### src/rtl/alu_arbiter.sv
// Shares one combinational ALU among NREQ requesters, each with a one-deep result slot.
// Define ALU_ARB_FIXED_PRIO_EN for lowest-index fixed priority; default build is round-robin.
package rv32i_types;
  typedef enum logic [2:0] {
    alu_add = 3'b000,
    alu_sll = 3'b001,
    alu_sra = 3'b010,
    alu_sub = 3'b011,
    alu_xor = 3'b100,
    alu_srl = 3'b101,
    alu_or  = 3'b110,
    alu_and = 3'b111
  } alu_ops;
endpackage

module alu_arbiter
  import rv32i_types::*;
#(
  parameter int unsigned NREQ = 2
) (
  input  logic             clk_i,
  input  logic             rst_ni,
  input  logic [NREQ-1:0]  req_valid_i,
  output logic [NREQ-1:0]  req_ready_o,
  input  alu_ops           req_aluop_i [NREQ],
  input  logic [31:0]      req_a_i [NREQ],
  input  logic [31:0]      req_b_i [NREQ],
  output logic [NREQ-1:0]  resp_valid_o,
  input  logic [NREQ-1:0]  resp_ready_i,
  output logic [31:0]      resp_f_o [NREQ],
  output alu_ops           alu_op_o,
  output logic [31:0]      alu_a_o,
  output logic [31:0]      alu_b_o,
  input  logic [31:0]      alu_f_i,
  output logic [15:0]      conflict_cnt_o
);
  localparam int unsigned IW = $clog2(NREQ);

  logic [NREQ-1:0] elig_s;
  logic [NREQ-1:0] gnt_s;
  logic [NREQ-1:0] accept_s;
  logic [IW-1:0]   gnt_idx_s;
  logic            gnt_found_s;

  logic [NREQ-1:0] resp_valid_q, resp_valid_d;
  logic [31:0]     resp_f_q [NREQ];
  logic [31:0]     resp_f_d [NREQ];
  logic [15:0]     conflict_cnt_q, conflict_cnt_d;
`ifndef ALU_ARB_FIXED_PRIO_EN
  logic [IW-1:0]   last_grant_q, last_grant_d;
`endif

  // A slot that is full and not draining this cycle cannot take a new result.
  assign elig_s = req_valid_i & (~resp_valid_q | resp_ready_i);

  // Priority search; later iterations override earlier ones, so the last candidate checked wins.
  always_comb begin
    gnt_idx_s   = '0;
    gnt_found_s = 1'b0;
`ifdef ALU_ARB_FIXED_PRIO_EN
    for (int k = NREQ - 1; k >= 0; k--) begin
      if (elig_s[k]) begin
        gnt_idx_s   = IW'(k);
        gnt_found_s = 1'b1;
      end else begin
        gnt_found_s = gnt_found_s;
      end
    end
`else
    for (int k = NREQ; k >= 1; k--) begin
      logic [31:0] cand;
      cand = (32'(last_grant_q) + 32'(k)) % NREQ;
      if (elig_s[cand]) begin
        gnt_idx_s   = IW'(cand);
        gnt_found_s = 1'b1;
      end else begin
        gnt_found_s = gnt_found_s;
      end
    end
`endif
  end

  // Grant and shared-ALU operand mux; idle or in-reset cycles present add 0+0.
  always_comb begin
    gnt_s    = '0;
    alu_op_o = alu_add;
    alu_a_o  = 32'h0000_0000;
    alu_b_o  = 32'h0000_0000;
    if (rst_ni && gnt_found_s) begin
      gnt_s[gnt_idx_s] = 1'b1;
      alu_op_o         = req_aluop_i[gnt_idx_s];
      alu_a_o          = req_a_i[gnt_idx_s];
      alu_b_o          = req_b_i[gnt_idx_s];
    end else begin
      gnt_s = '0;
    end
  end

  assign req_ready_o = gnt_s;
  assign accept_s    = gnt_s & req_valid_i;

  // Next state: per-slot capture/drain/hold, saturating contention counter, rotation pointer.
  always_comb begin
    for (int i = 0; i < NREQ; i++) begin
      resp_valid_d[i] = resp_valid_q[i];
      resp_f_d[i]     = resp_f_q[i];
      if (accept_s[i]) begin
        resp_valid_d[i] = 1'b1;
        resp_f_d[i]     = alu_f_i;
      end else if (resp_ready_i[i]) begin
        resp_valid_d[i] = 1'b0;
      end else begin
        resp_valid_d[i] = resp_valid_q[i];
      end
    end
    if (($countones(elig_s) > 32'sd1) && (conflict_cnt_q != 16'hFFFF)) begin
      conflict_cnt_d = conflict_cnt_q + 16'd1;
    end else begin
      conflict_cnt_d = conflict_cnt_q;
    end
`ifndef ALU_ARB_FIXED_PRIO_EN
    if (|accept_s) begin
      last_grant_d = gnt_idx_s;
    end else begin
      last_grant_d = last_grant_q;
    end
`endif
  end

  // State registers with synchronous active-low reset; reset drops undelivered results.
  always_ff @(posedge clk_i) begin
    if (!rst_ni) begin
      resp_valid_q   <= '0;
      conflict_cnt_q <= 16'h0000;
      for (int i = 0; i < NREQ; i++) begin
        resp_f_q[i] <= 32'h0000_0000;
      end
`ifndef ALU_ARB_FIXED_PRIO_EN
      last_grant_q   <= IW'(NREQ - 1);
`endif
    end else begin
      resp_valid_q   <= resp_valid_d;
      conflict_cnt_q <= conflict_cnt_d;
      for (int i = 0; i < NREQ; i++) begin
        resp_f_q[i] <= resp_f_d[i];
      end
`ifndef ALU_ARB_FIXED_PRIO_EN
      last_grant_q   <= last_grant_d;
`endif
    end
  end

  assign resp_valid_o   = resp_valid_q;
  assign resp_f_o       = resp_f_q;
  assign conflict_cnt_o = conflict_cnt_q;

endmodule

### config.mk
export PLATFORM = sky130hd
export DESIGN_NAME = alu_arbiter
export DESIGN_NICKNAME = d
export VERILOG_FILES = /design/src/rtl/alu_arbiter.sv
export SDC_FILE = /design/constraint.sdc
export NUM_CORES = 1
export LEC_CHECK = 0
export BUFFER_PORTS_ARGS = -buffer_cell sky130_fd_sc_hd__buf_2
export CORE_AREA = 2 2 124 126
export CTS_CLUSTER_DIAMETER = 40
export DETAILED_ROUTE_END_ITERATION = 8
export DIE_AREA = 0 0 126 128
export HOLD_SLACK_MARGIN = 0.08
export PLACE_DENSITY = 0.6
export SYNTH_ARGS = -nofsm -noshare
export SYNTH_HDL_FRONTEND = slang
export SYNTH_SLANG_ARGS = --single-unit
### constraint.sdc
create_clock -name clk_i -period 2.32 [get_ports clk_i]
set_clock_uncertainty 0.15 [all_clocks]
set_input_delay 0.348 -clock clk_i [delete_from_list [all_inputs] [get_ports clk_i]]
set_output_delay 0.348 -clock clk_i [all_outputs]
set_load 0.02 [all_outputs]
# Word-level counts from Yosys, hierarchy flattened
# Cells that the tools add are included.
# op_classes
add_sub_neg	4
n_eq_ne	1
n_reduce_logical	6
mux	27
bitwise_logic	5
order_cmp	6
# ops
operator	count
$mux 32	8
$add 16x1->16 const B	1
$ne 16x16->1 const B	1
$mux 1	13
$mux 3	4
$lt 1x2->1 const B	3
$and 2x2->2	2
$reduce_bool 2->1	2
$logic_and 1x1->1	3
$add 1x1->1 const B	2
$add 1x1->2	1
$ge 2x2->1 const B	1
$gt 2x1->1 const B	1
$mux 2	1
$not 1->2	1
$not 2->2	1
$or 2x2->2	1
$reduce_or 2->1	1
$demux 1 s1	1
$ge 1x1->1 const B	1
# totals
register_bits	83
in_bits	172

# Logic depth before layout (Yosys ltp)
# logic_depth
ltp_word	14
mapped_depth	7
depth_no_buf	6

# Worst setup path before layout
# OpenSTA, ideal clock, no wires.
# synth_timing
kind	register -> output
start	reg resp_valid_q[0], in the netlist resp_valid_o[0]
end	out alu_a_o[24]
arrival_time_ns	1.821
required_time_ns	1.822
path_slack_ns	0.001
path_buffers	2
stages_incl_launch_ff	7
cell_sequence	dfxtp_1 -> nand2b_1 -> nand3_1 -> and3_1 -> clkbuf_1 -> clkbuf_1 -> a22o_1
# synth_between
elab_chain_cells	12
elab_cells_between_ends	17
cone_classes	12 x mux; 4 x bitwise; 1 x reduce/logical
# synth_rtl
item	line_no	text
start, declared	45	logic [NREQ-1:0] resp_valid_q, resp_valid_d;
start signal, assigned	142	resp_valid_q <= resp_valid_d;
$not 2->2 (*)	54	assign elig_s = req_valid_i & (~resp_valid_q | resp_ready_i);
$or 2x2->2 (*)	54	
$and 2x2->2 (*)	54	
$mux 1 (not written as such) (2 in series)	73	if (elig_s[cand]) begin
$mux 1 (2 in series)	73	
$not 1->2 (not written as such)	92	alu_a_o = req_a_i[gnt_idx_s];
$mux 32 (not written as such) (3 in series)	92	
$mux 32 (*)	89	if (rst_ni && gnt_found_s) begin
end, declared	32	output logic [31:0] alu_a_o,
# Every way passes the cells marked *; elsewhere a longest branch is shown, timed or not. The select of a mux whose other input is x is not followed.

# Worst setup path after layout
# layout_timing
start	reg resp_valid_q[1], in the netlist resp_valid_o[1]
end	out alu_b_o[19]
# layout_between
elab_chain_cells	12
elab_cells_between_ends	17
cone_classes	12 x mux; 4 x bitwise; 1 x reduce/logical
# layout_rtl
item	line_no	text
$not 2->2 (*)	54	
$or 2x2->2 (*)	54	
$and 2x2->2 (*)	54	
$mux 1 (not written as such) (2 in series)	73	
$mux 1 (2 in series)	73	
$not 1->2 (not written as such)	93	alu_b_o = req_b_i[gnt_idx_s];
$mux 32 (not written as such) (3 in series)	93	
$mux 32 (*)	89	
end, declared	33	output logic [31:0] alu_b_o,
# Marks and branches as above.

==> results.yml <==
run_status:
  outcome: "finished with violations"
  violations: "negative setup slack"
clock_network:
  cts.reportedPaths.clkPinSlew_ps: 60
  clock_sinks: 83
  cts_root_buf: "clkbuf_16"
  clock_latency_ps: 340
  numCtsBuffers: 9
  htree_num_levels: 3
  cts_tree: "yes"
  clk_path_buf_depth: 2
yosys:
  ys_async_sr_fraction_pct: 0
  synth_top_area_cell: "dfxtp_1"
  postSynthCellCount: 398
  seq_area_frac_synth_pct: 46.5
  yosys_warnings: 0
  synth_most_common_cell: "a22o_1"
  synthDistinctLibCells: 29
  avgSynthCellArea_um2: 8.98
  synth_edf_count: 0
  ys_ff_latch: 83
  netlist_top_cells_area: "dfxtp_1 47%, a22o_1 24%, nand2_1 7.8%"
  synthFlopType: "dfxtp_1"
  synth_top_area_share_pct: 46.5
  netlist_top_cells_count: "99 x a22o_1, 83 x dfxtp_1, 74 x nand2_1"
  syn-num-nets: 571
  syn-cell-area_um2: 3570
routing:
  firstDrtPassIters: 4
  detail-route-antenna-nets: 0
  vias: 4604
  viasPerCell: 4.87
  routed_wl_mm: 17.5
  wire_per_inst_um: 18.5
  drtIter0Drc: 237
  post-route-drc-count: 0
sta:
  fin_ws_ps: -108
  finalSetupViolCount: 67
  drv_slew: 0
  period_share_pct: 105
  clock.fmax_ghz: 0.412
  timing_worst_slew_pin_value_ps: 584
  period_needed_ps: 2430
  hold_viol: 0
  rsz0062_at_grt: "yes"
  relSlewSlack_pct: 61.1
setup_path:
  crit_start: "resp_valid_o[1]$_SDFFE_PN0P_"
  critPathLaunchType: "register"
  worstPathArrival_ps: 1930
  rr_worst_depth: 9
  worstPathMaxFanout: 8
  setup.worst_path.class: "reg -> out"
  critPathRequiredTime_ps: 1820
  r2r_setup_slack_ps: 130
  crit_end: "alu_b_o[19]"
  worst_r2r_endpoint: "conflict_cnt_o[11]$_SDFFE_PN0P_"
  critPathCaptureType: "primary output"
  r2r-start: "resp_valid_o[1]$_SDFFE_PN0P_"
power:
  ir_worst_vdd_mv: 0.418
  clkPwrFrac_pct: 37.6
  p_sw_share_pct: 29.0
  internal-power_w: 0.00299
  p_leak_nw: 3.32
  pwr_density_cell_nw_per_um2: 607
  p_seq_share_pct: 36.4
  p_comb_share_pct: 26.0
  power.switching_w: 0.00122
layout:
  areaGrowthSynthToFinish_pct: 93.8
  final_cells: 945
  layout-drive-gt1-share_pct: 53.6
  nets: 923
die:
  die_h_um: 128
  core_um2: 14900
  row_count: 45
  start_util_pct: 24.0
  die_area_um2: 16100
  io-pin-count: 323
  die_width_um: 126
placed_design:
  gp_congestion: 0.894
  place_hpwl_mm: 11.9
  io_buffer_count: 322
  place_inst: 890
  place_ws_ps: 128
flow_run:
  cap_viol_max_count: 0
grt:
  grt_usage_pct: 20.5
  grt_pass1_wl_mm: 25.6
  antenna_found_initial: 3
  grt_max_degree: 51
  grt-ovfl-total: 0
  grt_pass1_vias: 4455
worst_hold_path:
  min-delay-path-class: "in -> reg"
critical path: stages, from the launching register on:
cell       delay [ps]
dfxtp_2           320
nand2b_1           70
buf_4             120
nand2_4            40
o2111ai_4         220
clkinv_4          120
buf_12            160
buf_12            140
a22o_4            270
buf_6             130
registers in the layout (all words and copies together) (netlist names):
signal          cells
conflict_cnt_o     16
last_grant_q        1
resp_f_o           64
resp_valid_o        2
what timing repair did:
action,CTS,global route
pin swaps,58,22
gates cloned,7,3
buffers inserted,19,2
hold buffers,10,1
gates resized for setup,146,20
endpoints found under the setup margin,67,83
hold endpoints to repair,10,1
final cells by class:
type                            instances  area [um^2]
Tap cell                              188          235
Clock buffer                            9          225
Sequential cell                        83         1660
Multi-Input combinational cell        279         1960
Clock inverter                          7          106
Timing Repair Buffer                  375         2710
Inverter                                2         12.5
Antenna cell                            2         5.00
Fill cell                            1452         7940
per-layer routing:
metal | global-route usage (%) | share of wire, % | vias to the layer above
li1 | - | - | 2174
met1 | 27.6 | 44 | 2181
met2 | 32.3 | 45 | 225
met3 | 6.55 | 9.8 | 22
met4 | 4.78 | 1.5 | 2
met5 | 0 | 0.074 | -
layout by cell type, fill, tap and decap left out, drive strengths merged:
cell         instances
and4                 1
ha                   1
nand2b               2
xnor2               13
nor3                 3
o21ai                2
clkinv               4
dlygate4sd3         11
buf                360
or3                  2
nor3b                1
diode                2
and2                 1
nor4b                2
nor4                 8
or2                  2
nand2               74
a22o                99
bufinv               2
nand4                6
mux2i                1
inv                  3
o2111ai              1
and3                 1
nor2                16
clkbuf              11
bufbuf               2
dfxtp               83
nand3                6
a21oi               37
kinds of logic after synthesis:
kind of cell / share of synthesized area, %
buffers and inverters: 3.82
AO/OA/AOI/OAI: 30.2
XOR/XNOR: 3.19
AND/OR/NAND/NOR: 15.7
multiplexers: 0.280
flip-flops: 46.5
adder cells (fa/ha/maj): 0.350
power by group through the flow:
stage | Clock, W | Sequential [W] | Combinational (W)
floorplan | 0 | 0.00164 | 0.000352
global placement | 0 | 0.00156 | 0.000835
detailed placement | 0 | 0.00156 | 0.000836
CTS | 0.00163 | 0.00153 | 0.00106
global route | 0.00168 | 0.00154 | 0.00115
finish | 0.00158 | 0.00153 | 0.00109
how the worst min path moves through the flow:
stage	startpoint	end	slack, ps	cells past startpoint
CTS	alu_f_i[6]	resp_f_o[6]$_SDFFE_PN0P_	80	2
floorplan	last_grant_q$_SDFFE_PN1P_	last_grant_q$_SDFFE_PN1P_	300	2
global route	alu_f_i[16]	resp_f_o[16]$_SDFFE_PN0P_	80	2
global placement	resp_f_o[60]$_SDFFE_PN0P_	resp_f_o[60]$_SDFFE_PN0P_	290	2
finish	alu_f_i[6]	resp_f_o[6]$_SDFFE_PN0P_	90	2
detailed placement	resp_f_o[60]$_SDFFE_PN0P_	resp_f_o[60]$_SDFFE_PN0P_	290	2
per-stage QoR:
stage          hold slack, ps  power [W]  instance area [um^2]  util, %  setup TNS [ps]
5_1_grt                  82.2    0.00437                  6920     46.6          -11600
4_1_cts                  80.5    0.00422                  6770     45.5           -3920
2_1_floorplan             297    0.00199                  3570        -               0
3_5_place_dp              293    0.00240                  5490     36.9               0
3_3_place_gp              288    0.00240                  5490     36.9               0
6_report                 94.2    0.00420                  6920     46.6           -5080
(Power assumes the default switching activity.)
